==> config.mk <==
export PLATFORM = sky130hd
export DESIGN_NAME = morse_encoder
export DESIGN_NICKNAME = d
export VERILOG_FILES = /design/src/rtl/morse_encoder_pkg.sv /design/src/rtl/morse_encoder_lut.sv /design/src/rtl/morse_encoder.sv
export SDC_FILE = /design/constraint.sdc
export NUM_CORES = 1
export LEC_CHECK = 0
export CORE_MARGIN = 3
export CORE_UTILIZATION = 62
export DETAILED_ROUTE_END_ITERATION = 10
export GPL_TIMING_DRIVEN = 0
export PLACE_DENSITY = 0.82
export SYNTH_ARGS = -nofsm -noshare
export SYNTH_HDL_FRONTEND = slang
export SYNTH_SLANG_ARGS = --single-unit
==> constraint.sdc <==
create_clock -name clk_i -period 7.91 [get_ports clk_i]
set_input_delay 1.9775 -clock clk_i [delete_from_list [all_inputs] [get_ports clk_i]]
set_output_delay 1.9775 -clock clk_i [all_outputs]
set_load 0.05 [all_outputs]
==> src/rtl/morse_encoder_pkg.sv <==
// Shared types and constants for the Morse encoder.
package morse_encoder_pkg;

  localparam int unsigned DOT_UNITS      = 1;
  localparam int unsigned DASH_UNITS     = 3;
  localparam int unsigned SYM_GAP_UNITS  = 1;
  localparam int unsigned CHAR_GAP_EXTRA = 2;
  localparam int unsigned WORD_GAP_EXTRA = 4;

  localparam int unsigned SYM_W  = 5;
  localparam int unsigned LEN_W  = 3;
  localparam int unsigned UNIT_W = 3;

  localparam logic [7:0] ASCII_SPACE = 8'h20;

  typedef enum logic [2:0] {
    ST_IDLE,
    ST_LOAD,
    ST_MARK,
    ST_SPACE,
    ST_GAP
  } state_e;

  // Lookup result; pattern is left-aligned, MSB is the first symbol, 1 = dash.
  typedef struct packed {
    logic             valid;
    logic             is_space;
    logic [LEN_W-1:0] len;
    logic [SYM_W-1:0] pattern;
  } lut_t;

  function automatic lut_t mk_code(logic [LEN_W-1:0] len, logic [SYM_W-1:0] pattern);
    lut_t c;
    c.valid    = 1'b1;
    c.is_space = 1'b0;
    c.len      = len;
    c.pattern  = pattern;
    return c;
  endfunction

  function automatic logic [7:0] fold_upper(logic [7:0] c);
    if (c >= 8'h61 && c <= 8'h7a) return c - 8'h20;
    return c;
  endfunction

endpackage

==> src/rtl/morse_encoder_lut.sv <==
// Combinational ASCII (already upper-case) to Morse pattern lookup.
module morse_encoder_lut
  import morse_encoder_pkg::*;
(
  input  logic [7:0]       char_i,
  output logic             valid_o,
  output logic             is_space_o,
  output logic [LEN_W-1:0] len_o,
  output logic [SYM_W-1:0] pattern_o
);

  lut_t code;

  // Table of supported characters; anything else is reported invalid.
  always_comb begin
    code = '0;
    case (char_i)
      "A": code = mk_code(3'd2, 5'b01000);
      "B": code = mk_code(3'd4, 5'b10000);
      "C": code = mk_code(3'd4, 5'b10100);
      "D": code = mk_code(3'd3, 5'b10000);
      "E": code = mk_code(3'd1, 5'b00000);
      "F": code = mk_code(3'd4, 5'b00100);
      "G": code = mk_code(3'd3, 5'b11000);
      "H": code = mk_code(3'd4, 5'b00000);
      "I": code = mk_code(3'd2, 5'b00000);
      "J": code = mk_code(3'd4, 5'b01110);
      "K": code = mk_code(3'd3, 5'b10100);
      "L": code = mk_code(3'd4, 5'b01000);
      "M": code = mk_code(3'd2, 5'b11000);
      "N": code = mk_code(3'd2, 5'b10000);
      "O": code = mk_code(3'd3, 5'b11100);
      "P": code = mk_code(3'd4, 5'b01100);
      "Q": code = mk_code(3'd4, 5'b11010);
      "R": code = mk_code(3'd3, 5'b01000);
      "S": code = mk_code(3'd3, 5'b00000);
      "T": code = mk_code(3'd1, 5'b10000);
      "U": code = mk_code(3'd3, 5'b00100);
      "V": code = mk_code(3'd4, 5'b00010);
      "W": code = mk_code(3'd3, 5'b01100);
      "X": code = mk_code(3'd4, 5'b10010);
      "Y": code = mk_code(3'd4, 5'b10110);
      "Z": code = mk_code(3'd4, 5'b11000);
      "0": code = mk_code(3'd5, 5'b11111);
      "1": code = mk_code(3'd5, 5'b01111);
      "2": code = mk_code(3'd5, 5'b00111);
      "3": code = mk_code(3'd5, 5'b00011);
      "4": code = mk_code(3'd5, 5'b00001);
      "5": code = mk_code(3'd5, 5'b00000);
      "6": code = mk_code(3'd5, 5'b10000);
      "7": code = mk_code(3'd5, 5'b11000);
      "8": code = mk_code(3'd5, 5'b11100);
      "9": code = mk_code(3'd5, 5'b11110);
      ASCII_SPACE: code.is_space = 1'b1;
      default: code = '0;
    endcase
  end

  assign valid_o    = code.valid;
  assign is_space_o = code.is_space;
  assign len_o      = code.len;
  assign pattern_o  = code.pattern;

endmodule

==> src/rtl/morse_encoder.sv <==
// FIFO reader that keys out one character at a time in Morse with unit timing.
module morse_encoder
  import morse_encoder_pkg::*;
#(
  parameter int unsigned WORD_BITS     = 8,
  parameter int unsigned CLKS_PER_UNIT = 6_000_000
) (
  input  logic                 clk_i,
  input  logic                 reset_n_i,
  input  logic                 empty_i,
  input  logic [WORD_BITS-1:0] rdata_i,
  output logic                 read_o,
  output logic                 key_o,
  output logic                 busy_o
);

  localparam int unsigned     CYC_W    = $clog2(CLKS_PER_UNIT) + 1;
  localparam logic [CYC_W-1:0] CYC_LAST = CYC_W'(CLKS_PER_UNIT - 1);

  state_e              state_q, state_d;
  logic [CYC_W-1:0]    cyc_q, cyc_d;
  logic [UNIT_W-1:0]   unit_q, unit_d;
  logic [SYM_W-1:0]    sym_q, sym_d;
  logic [LEN_W-1:0]    cnt_q, cnt_d;
  logic [WORD_BITS-1:0] char_q, char_d;
  logic                key_q, busy_q;

  logic                read_c;
  logic [UNIT_W-1:0]   span_units_c;
  logic                span_done_c;

  logic                lut_valid;
  logic                lut_is_space;
  logic [LEN_W-1:0]    lut_len;
  logic [SYM_W-1:0]    lut_pattern;

  // Lookup always sees the held character, case-folded.
  morse_encoder_lut u_lut (
    .char_i     (fold_upper(8'(char_q))),
    .valid_o    (lut_valid),
    .is_space_o (lut_is_space),
    .len_o      (lut_len),
    .pattern_o  (lut_pattern)
  );

  // State, timers, symbol shifter and registered outputs.
  always_ff @(posedge clk_i or negedge reset_n_i) begin
    if (!reset_n_i) begin
      state_q <= ST_IDLE;
      cyc_q   <= '0;
      unit_q  <= '0;
      sym_q   <= '0;
      cnt_q   <= '0;
      char_q  <= '0;
      key_q   <= 1'b0;
      busy_q  <= 1'b0;
    end else begin
      state_q <= state_d;
      cyc_q   <= cyc_d;
      unit_q  <= unit_d;
      sym_q   <= sym_d;
      cnt_q   <= cnt_d;
      char_q  <= char_d;
      key_q   <= (state_d == ST_MARK);
      busy_q  <= (state_d != ST_IDLE);
    end
  end

  // Next-state, pop strobe and unit timer control.
  always_comb begin
    state_d      = state_q;
    cyc_d        = cyc_q;
    unit_d       = unit_q;
    sym_d        = sym_q;
    cnt_d        = cnt_q;
    char_d       = char_q;
    read_c       = 1'b0;
    span_units_c = UNIT_W'(DOT_UNITS);

    // Length of the current timed span in units.
    case (state_q)
      ST_MARK:  span_units_c = sym_q[SYM_W-1] ? UNIT_W'(DASH_UNITS) : UNIT_W'(DOT_UNITS);
      ST_SPACE: span_units_c = UNIT_W'(SYM_GAP_UNITS);
      ST_GAP:   span_units_c = lut_is_space ? UNIT_W'(WORD_GAP_EXTRA) : UNIT_W'(CHAR_GAP_EXTRA);
      default:  span_units_c = UNIT_W'(DOT_UNITS);
    endcase
    span_done_c = (cyc_q == CYC_LAST) && (unit_q == span_units_c - UNIT_W'(1));

    if (state_q inside {ST_MARK, ST_SPACE, ST_GAP}) begin
      if (cyc_q == CYC_LAST) begin
        cyc_d  = '0;
        unit_d = unit_q + UNIT_W'(1);
      end else begin
        cyc_d = cyc_q + CYC_W'(1);
      end
    end

    case (state_q)
      ST_IDLE: begin
        if (!empty_i && reset_n_i) begin
          read_c  = 1'b1;
          char_d  = rdata_i;
          state_d = ST_LOAD;
        end
      end
      ST_LOAD: begin
        if (lut_valid) begin
          sym_d   = lut_pattern;
          cnt_d   = lut_len;
          state_d = ST_MARK;
        end else if (lut_is_space) begin
          state_d = ST_GAP;
        end else begin
          state_d = ST_IDLE;
        end
      end
      ST_MARK: begin
        if (span_done_c) state_d = ST_SPACE;
      end
      ST_SPACE: begin
        if (span_done_c) begin
          if (cnt_q > LEN_W'(1)) begin
            sym_d   = {sym_q[SYM_W-2:0], 1'b0};
            cnt_d   = cnt_q - LEN_W'(1);
            state_d = ST_MARK;
          end else begin
            state_d = ST_GAP;
          end
        end
      end
      ST_GAP: begin
        if (span_done_c) state_d = ST_IDLE;
      end
      default: state_d = ST_IDLE;
    endcase

    // Every span starts its timer from zero.
    if (state_d != state_q) begin
      cyc_d  = '0;
      unit_d = '0;
    end
  end

  assign read_o = read_c;
  assign key_o  = key_q;
  assign busy_o = busy_q;

endmodule

==> results.md, run 1 <==
* Result of the run: finished, final reports clean
* Width of the chip at 79.05 um
* Overall power after layout at 410.5 uW
* CP startpoint kind: input port
* Beginning of the critical path: reset_n_i
* Std-Cell Rows at 25
* CP Capture Type: output pin
* Share of Yosys cell area claimed by the top area cell type at 36.31%
* CTS sink cnt at 48
* Area growth, synth to finish at 9.682%
* Cells taking the most area after synthesis: sky130_fd_sc_hd__dfrtp_1 (36%), sky130_fd_sc_hd__nor2_1 (5.1%), sky130_fd_sc_hd__nand2_1 (4.4%), sky130_fd_sc_hd__xnor2_1 (4.0%), sky130_fd_sc_hd__xor2_1 (4.0%)
* Slew margin rel. at 47.11%
* Largest net degree at the start of global routing at 42
* Critical Path Fanout Max at 41
* Arrival time at the worst endpoint at 4.43 ns
* Post-synth EDFFs at 0
* Insertion delay to the later sink of the worst-skew pair at 0.30 ns
* Final weighted congestion in routability-driven placement at 0.9689
* Placeable core area at 4942 um2
* Post-route setup slack at 1.506 ns
* Setup repair after global routing missed its margin: no
* Met1 layer wirelength in the final routing at 3744 um
* Residual DRC count at 0
* CTS buffer count at 5
* Filler cell count at 427
* Count of final hold-check violations at 0
* Net total in the final layout at 421
* Number of antenna violations at the first check in global routing at 0
* Grt total ovfl at 0
* Mean instance size in the synthesized netlist at 8.638 um2
* Post-CTS sizing at 0
* DR top layer: met4
* Effective utilization at floorplan at 66.94%
* H-tree levels at 2
* Hold buffers post-CTS at 0
* CTS tree: done
* Startpoint of the worst hold path: sym_q[0]
* Max capacitance violation total at 0
* Post-CTS setup buffer count at 0
* Synth cell types at 69
* Wire length of the first global-routing pass at 13630 um
* Met3 wirelength from detailed routing at 481 um
* Worst Max-Slew Pin Slew at 0.7873 ns
* Worst reg2reg setup slack at 4.65 ns
* Global Route Usage Sum at 27.57%
* Worst hold path class: reg -> reg
* Detail Placement HPWL at 5814 um
* Share of final-layout standard cells stronger than drive strength 1 at 9.406%
* Seq/Total Area, Yosys at 36.31%
* Max-slew violations at 0
* Depth of the worst hold-timing path at 1
* Per-cell via count in the routed design at 6.297
* Via count of the routed design at 2966
* Type of the worst setup path: in -> out
* Vertical die dimension at 79.05 um
* Post-Syn Nets at 400
* Share of the clock period used by the worst path after layout at 80.96%
* Routed wire length on met2 at 3576 um
* I/O pins at 14
* Post-place setup slack at 1.478 ns
* Worst IR Drop VDD at 0.00009177 V
* Synthesized flop and latch total at 48
* Reg2reg start: char_q[4]
* Master cell of the clock root buffer: sky130_fd_sc_hd__clkbuf_8
* Wirelength per Cell at 16.80 um
* Cells after Synth at 383
* First DRT Iteration DRCs at 281
* Power per Cell Area at 113.1 nW/um2
* Endpoint required time on the critical path at 5.93 ns
* Final critical delay including setup and external delays at 6.404 ns
* Yosys top cell by area: sky130_fd_sc_hd__dfrtp_1
* Post-synth design cell area at 3308 um2
* Fraction of registers with async set/reset at 100.0%
* Clock slew at the register clock pins of the worst setup and hold paths at 0.09 ns
* Buffers on Ports at 13
* Final count of negative-setup-slack endpoints at 0
* Die area at 6248 um2
* Leakage power of the design at 1.578 nW
* Endpoint of the most critical register-to-register path: cnt_q[1]
* Final Skew at 0.005281 ns
* Fraction of the core area covered by cells at the end of the flow at 73.42%
* Highest Clock Rate at 0.1562 GHz
* Top flip-flop cell by instance count after synthesis: sky130_fd_sc_hd__dfrtp_1
* Worst hold slack across all endpoints at 0.5019 ns
* Warnings, synthesis at 0
* Number of global-route vias before repair at 2850
* Router iterations before antenna repair at 5
* Total Wirelength at 7914 um
* Clock Path Buffers at 2
* Length in cells of the worst reg-to-reg path at 11
* Count of antenna diodes in the layout at 0
* Worst Hold End: sym_q[0]
* DRT antenna net count at 0
-- synthesized netlist by cell type, types with 4 or more instances --
cell,instances
sky130_fd_sc_hd__a21o_1,5
sky130_fd_sc_hd__a21oi_1,10
sky130_fd_sc_hd__a31oi_1,5
sky130_fd_sc_hd__and3_1,5
sky130_fd_sc_hd__clkbuf_1,11
sky130_fd_sc_hd__dfrtp_1,48
sky130_fd_sc_hd__ha_1,6
sky130_fd_sc_hd__inv_1,13
sky130_fd_sc_hd__mux2_2,5
sky130_fd_sc_hd__nand2_1,39
sky130_fd_sc_hd__nand2b_1,8
sky130_fd_sc_hd__nand3_1,13
sky130_fd_sc_hd__nand4_1,6
sky130_fd_sc_hd__nor2_1,45
sky130_fd_sc_hd__nor2b_1,10
sky130_fd_sc_hd__nor3_1,8
sky130_fd_sc_hd__nor3b_1,4
sky130_fd_sc_hd__nor4_1,6
sky130_fd_sc_hd__o21ai_0,20
sky130_fd_sc_hd__o22ai_1,5
sky130_fd_sc_hd__or2_2,6
sky130_fd_sc_hd__xnor2_1,15
sky130_fd_sc_hd__xor2_1,15
-- final cells by class --
cell class,count,area (um2),share of cell area [%]
buffer,19,101.3,2.793
clock buffer,6,82.58,2.276
clock inverter,1,8.758,0.2414
inverter,13,48.80,1.345
multi-input combinational,303,1957,53.93
sequential,48,1201,33.10
tap,67,83.83,2.310
timing repair buffer,14,145.1,4.000
-- sequential cells by signal (all words and copies together), names as in the netlist --
name	flops
sym_q	5
cyc_q	24
cnt_q	3
state_q	3
busy_o	1
key_o	1
char_q	8
unit_q	3
-- worst max path at each step --
stage	endpoint	slack, ns
floorplan	read_o	2.91
global placement	read_o	-0.09
detailed placement	read_o	1.48
CTS	read_o	1.46
finish	read_o	1.51
global route	read_o	1.27
-- kinds of logic (layout without fill, tap and decap cells) --
group | Yosys count | count (layout) | synth area share (%)
DFF | 48 | 48 | 36.31
buffers and inverters | 32 | 53 | 4.538
xor gates and xnor gates | 30 | 30 | 7.943
muxes | 7 | 7 | 2.307
and+or+nand+nor | 182 | 182 | 30.15
adders and majority gates | 6 | 6 | 2.269
AOI/OAI and AO/OA | 78 | 78 | 16.49
-- power breakdown --
group	switching, mW	internal, mW	total [mW]
clock	0.0842	0.0699	0.154
sequential	0	0.245	0.245
combinational	0.00600	0.00532	0.0113
-- critical path, cell delays in order --
cell                              delay (ns)
sky130_fd_sc_hd__buf_2                  0.27
sky130_fd_sc_hd__buf_12                 0.27
sky130_fd_sc_hd__nor2b_1                0.16
sky130_fd_sc_hd__nand2_1                0.20
sky130_fd_sc_hd__inv_1                  0.30
sky130_fd_sc_hd__clkbuf_1               0.35
sky130_fd_sc_hd__clkdlybuf4s50_1        0.88
-- stage by stage --
step,instances,area (um2),setup TNS (ns)
global route,471,3628,0
CTS,471,3628,0
global placement,463,3522,-0.08900
floorplan,383,3308,0
finish,471,3628,0
detailed placement,464,3537,0
-- per-layer routing --
metal / vias to the layer above / track usage, %
met5: - / 0
met4: 0 / 7.904
met3: 12 / 4.422
met2: 107 / 42.26
met1: 1429 / 40.34
li1: 1418 / -
-- cells in the final DEF, fill, tap and decap left out, types with 10 or more instances in the layout --
cell type,Yosys,routed
sky130_fd_sc_hd__inv_1,13,13
sky130_fd_sc_hd__nor2_1,45,45
sky130_fd_sc_hd__nand3_1,13,13
sky130_fd_sc_hd__nor2b_1,10,10
sky130_fd_sc_hd__xnor2_1,15,15
sky130_fd_sc_hd__clkbuf_1,11,11
sky130_fd_sc_hd__a21oi_1,10,10
sky130_fd_sc_hd__o21ai_0,20,20
sky130_fd_sc_hd__nand2_1,39,39
sky130_fd_sc_hd__xor2_1,15,15
sky130_fd_sc_hd__dfrtp_1,48,48
sky130_fd_sc_hd__clkdlybuf4s50_1,0,12
Power figures use the tool's default switching activity.
==> inputs of run 2 (changes only) <==
Settings changed: CORE_UTILIZATION 62 to 61, PLACE_DENSITY 0.82 to 0.81.
Clock period 7.91 ns to 6.15 ns, I/O delays scaled along.
==> results.md, run 2 (synthesized netlist as in run 1, its figures left out) <==
* Share of power burned in the clock network at 42.2% (+4.7 points)
* Max-slew violations at 0 (unchanged)
* Largest registers ranked by flip-flop count: cyc_q x24, char_q x8, sym_q x5
* Effective utilization at floorplan at 63.96% (-3.0 points)
* H-tree levels at 2 (unchanged)
* Clock slew at the register clock pins of the worst setup and hold paths at 0.10 ns (about the same)
* Design internal power at 445.3 uW (+39%)
* Startpoint of the worst hold path: sym_q[0]
* Post-layout instance area at 3664 um2 (+0.97%)
* DP Area at 3548 um2 (+0.32%)
* Share of total power in sequential cells at 55.2% (-4.5 points)
* Width of the chip at 79.64 um (+0.75%)
* Insertion delay to the later sink of the worst-skew pair at 0.32 ns (+0.02 ns)
* Arrival time at the worst endpoint at 4.16 ns (-0.27 ns)
* Power per Cell Area at 155.9 nW/um2 (+38%)
* Net total in the final layout at 421 (unchanged)
* Combinational cell fraction of total power at 2.6% (-0.2 points)
* Most common cell after layout, fill and taps aside: sky130_fd_sc_hd__dfrtp_1
* Die area at 6343 um2 (+1.5%)
* I/O pins at 14 (unchanged)
* CTS tree: done
* Buffers on Ports at 13 (unchanged)
* Highest Clock Rate at 0.1756 GHz
* Clock Path Buffers at 2 (unchanged)
* First DRT Iteration DRCs at 300 (+6.8%)
* Share of the clock period used by the worst path after layout at 92.58%
* Worst hold path class: reg -> reg
* CP Capture Type: output pin
* Net switching fraction of the power at 22.04% (+0.068 points)
* Wire length of the first global-routing pass at 12630 um (-7.3%)
* Area growth, synth to finish at 10.74%
* DRT antenna net count at 0 (unchanged)
* Cell Count Post-Placement at 467 (+0.65%)
* Post-layout instance count excluding filler cells at 475 (+0.85%)
* Hold buffers post-CTS at 0 (unchanged)
* Placeable core area at 5172 um2 (+4.7%)
* Wirelength per Cell at 15.73 um (-6.4%)
* Fraction of the core area covered by cells at the end of the flow at 70.83% (-2.6 points)
* Final critical delay including setup and external delays at 5.694 ns
* Count of antenna diodes in the layout at 0 (unchanged)
* Leakage power of the design at 1.589 nW (+0.68%)
* Max capacitance violation total at 0 (unchanged)
* Share of final-layout standard cells stronger than drive strength 1 at 9.630% (+0.22 points)
* Register ranked first by flip-flop count: cyc_q
* Number of antenna violations at the first check in global routing at 0 (unchanged)
* Slew margin rel. at 47.80% (+0.68 points)
* CTS buffer count at 5 (unchanged)
* Final Skew at 0.006199 ns (+0.0009180 ns)
* Number of global-route vias before repair at 2656 (-6.8%)
* CP cell instances: buf_2, buf_16, nor2b_1, nand2_1, inv_1, clkbuf_1, clkdlybuf4s50_1
* Residual DRC count at 0 (unchanged)
* Total Wirelength at 7471 um (-5.6%)
* Reg2reg start: char_q[1]
* Worst IR Drop VDD at 0.0001781 V (+94%)
* Max FFs per register at 24 (unchanged)
* Type of the worst setup path: in -> out
* Router iterations before antenna repair at 5 (unchanged)
* Via count of the routed design at 2947 (-0.64%)
* Overall power after layout at 571.1 uW (+39%)
* Critical Path Fanout Max at 26 (-37%)
* Post-CTS sizing at 0 (unchanged)
* Master cell of the clock root buffer: sky130_fd_sc_hd__clkbuf_8
* Std-Cell Rows at 26 (+4.0%)
* Grt total ovfl at 0 (unchanged)
* Final weighted congestion in routability-driven placement at 0.9817 (+1.3%)
* Largest net degree at the start of global routing at 27 (-36%)
* Filler cell count at 378 (-11%)
* Vertical die dimension at 79.64 um (+0.75%)
* Global Route Usage Sum at 25.16% (-2.4 points)
* Beginning of the critical path: reset_n_i
* Leading cell types in the layout, fill and taps excluded: sky130_fd_sc_hd__dfrtp_1 (48), sky130_fd_sc_hd__nor2_1 (45), sky130_fd_sc_hd__nand2_1 (39)
* Switching pwr at 125.9 uW (+40%)
* Highest-delay cell along the critical path: sky130_fd_sc_hd__clkdlybuf4s50_1
* Post-place setup slack at 0.4294 ns (-1.049 ns)
* Post-CTS setup buffer count at 0 (unchanged)
* CTS sink cnt at 48 (unchanged)
* Endpoint required time on the critical path at 4.61 ns (-1.32 ns)
* Result of the run: finished, final reports clean
* CP startpoint kind: input port
* Setup repair after global routing missed its margin: no
* Per-cell via count in the routed design at 6.204 (-1.5%)
* Post-route setup slack at 0.4560 ns (-1.050 ns)
* Detail Placement HPWL at 5462 um (-6.0%)
* Count of final hold-check violations at 0 (unchanged)
* Final count of negative-setup-slack endpoints at 0 (unchanged)
* Slowest stage delay, CP at 0.87 ns (about the same)
* Worst Max-Slew Pin Slew at 0.7771 ns (-0.01019 ns)
-- run 2: worst paths after layout --
kind,endpoint,slack (ns),cells after the start
setup / recovery,read_o,0.46,7
hold / removal,sym_q[0],0.50,1
setup reg to reg,sym_q[2],2.85,11
hold reg to reg,sym_q[0],0.50,1
max in group asynchronous,cyc_q[14],4.38,2
min in group asynchronous,cnt_q[1],1.23,1
-- run 2: power by group through the flow --
stage / clock network [mW] / logic (mW) / registers [mW]
floorplan: 0 / 0.000770 / 0.322
global placement: 0 / 0.0134 / 0.322
detailed placement: 0 / 0.0156 / 0.322
CTS: 0.244 / 0.0156 / 0.315
global route: 0.257 / 0.0169 / 0.315
finish: 0.241 / 0.0150 / 0.315
-- run 2: through the flow --
stage | hold WS [ns] | TNS [ns]
2_1_floorplan | 0.4496 | 0
5_1_grt | 0.5164 | 0
4_1_cts | 0.5012 | 0
3_5_place_dp | 0.4710 | 0
6_report | 0.5020 | 0
3_3_place_gp | 0.4649 | -0.9244
-- run 2: worst max-delay path: cells and delay by family --
family        cells  cell delay, ns
buf+inv           5            2.25
simple gates      2            0.34
-- run 2: layer usage --
| layer | wire length [um] | global-route usage, % |
|---|---|---|
| met5 | 0 | 0 |
| met4 | 129 | 6.873 |
| met3 | 482 | 4.740 |
| met2 | 3262 | 37.23 |
| met1 | 3596 | 37.52 |
-- run 2: final cells by class --
cell class	instances	area [um2]	area share, %
Clock inverter	3	46.29	1.264
Clock buffer	5	68.82	1.878
Multi-Input combinational cell	303	1957	53.42
Sequential cell	48	1201	32.79
Buffer	19	101.3	2.766
Timing Repair Buffer	14	152.6	4.167
Inverter	13	48.80	1.332
Tap cell	70	87.58	2.391
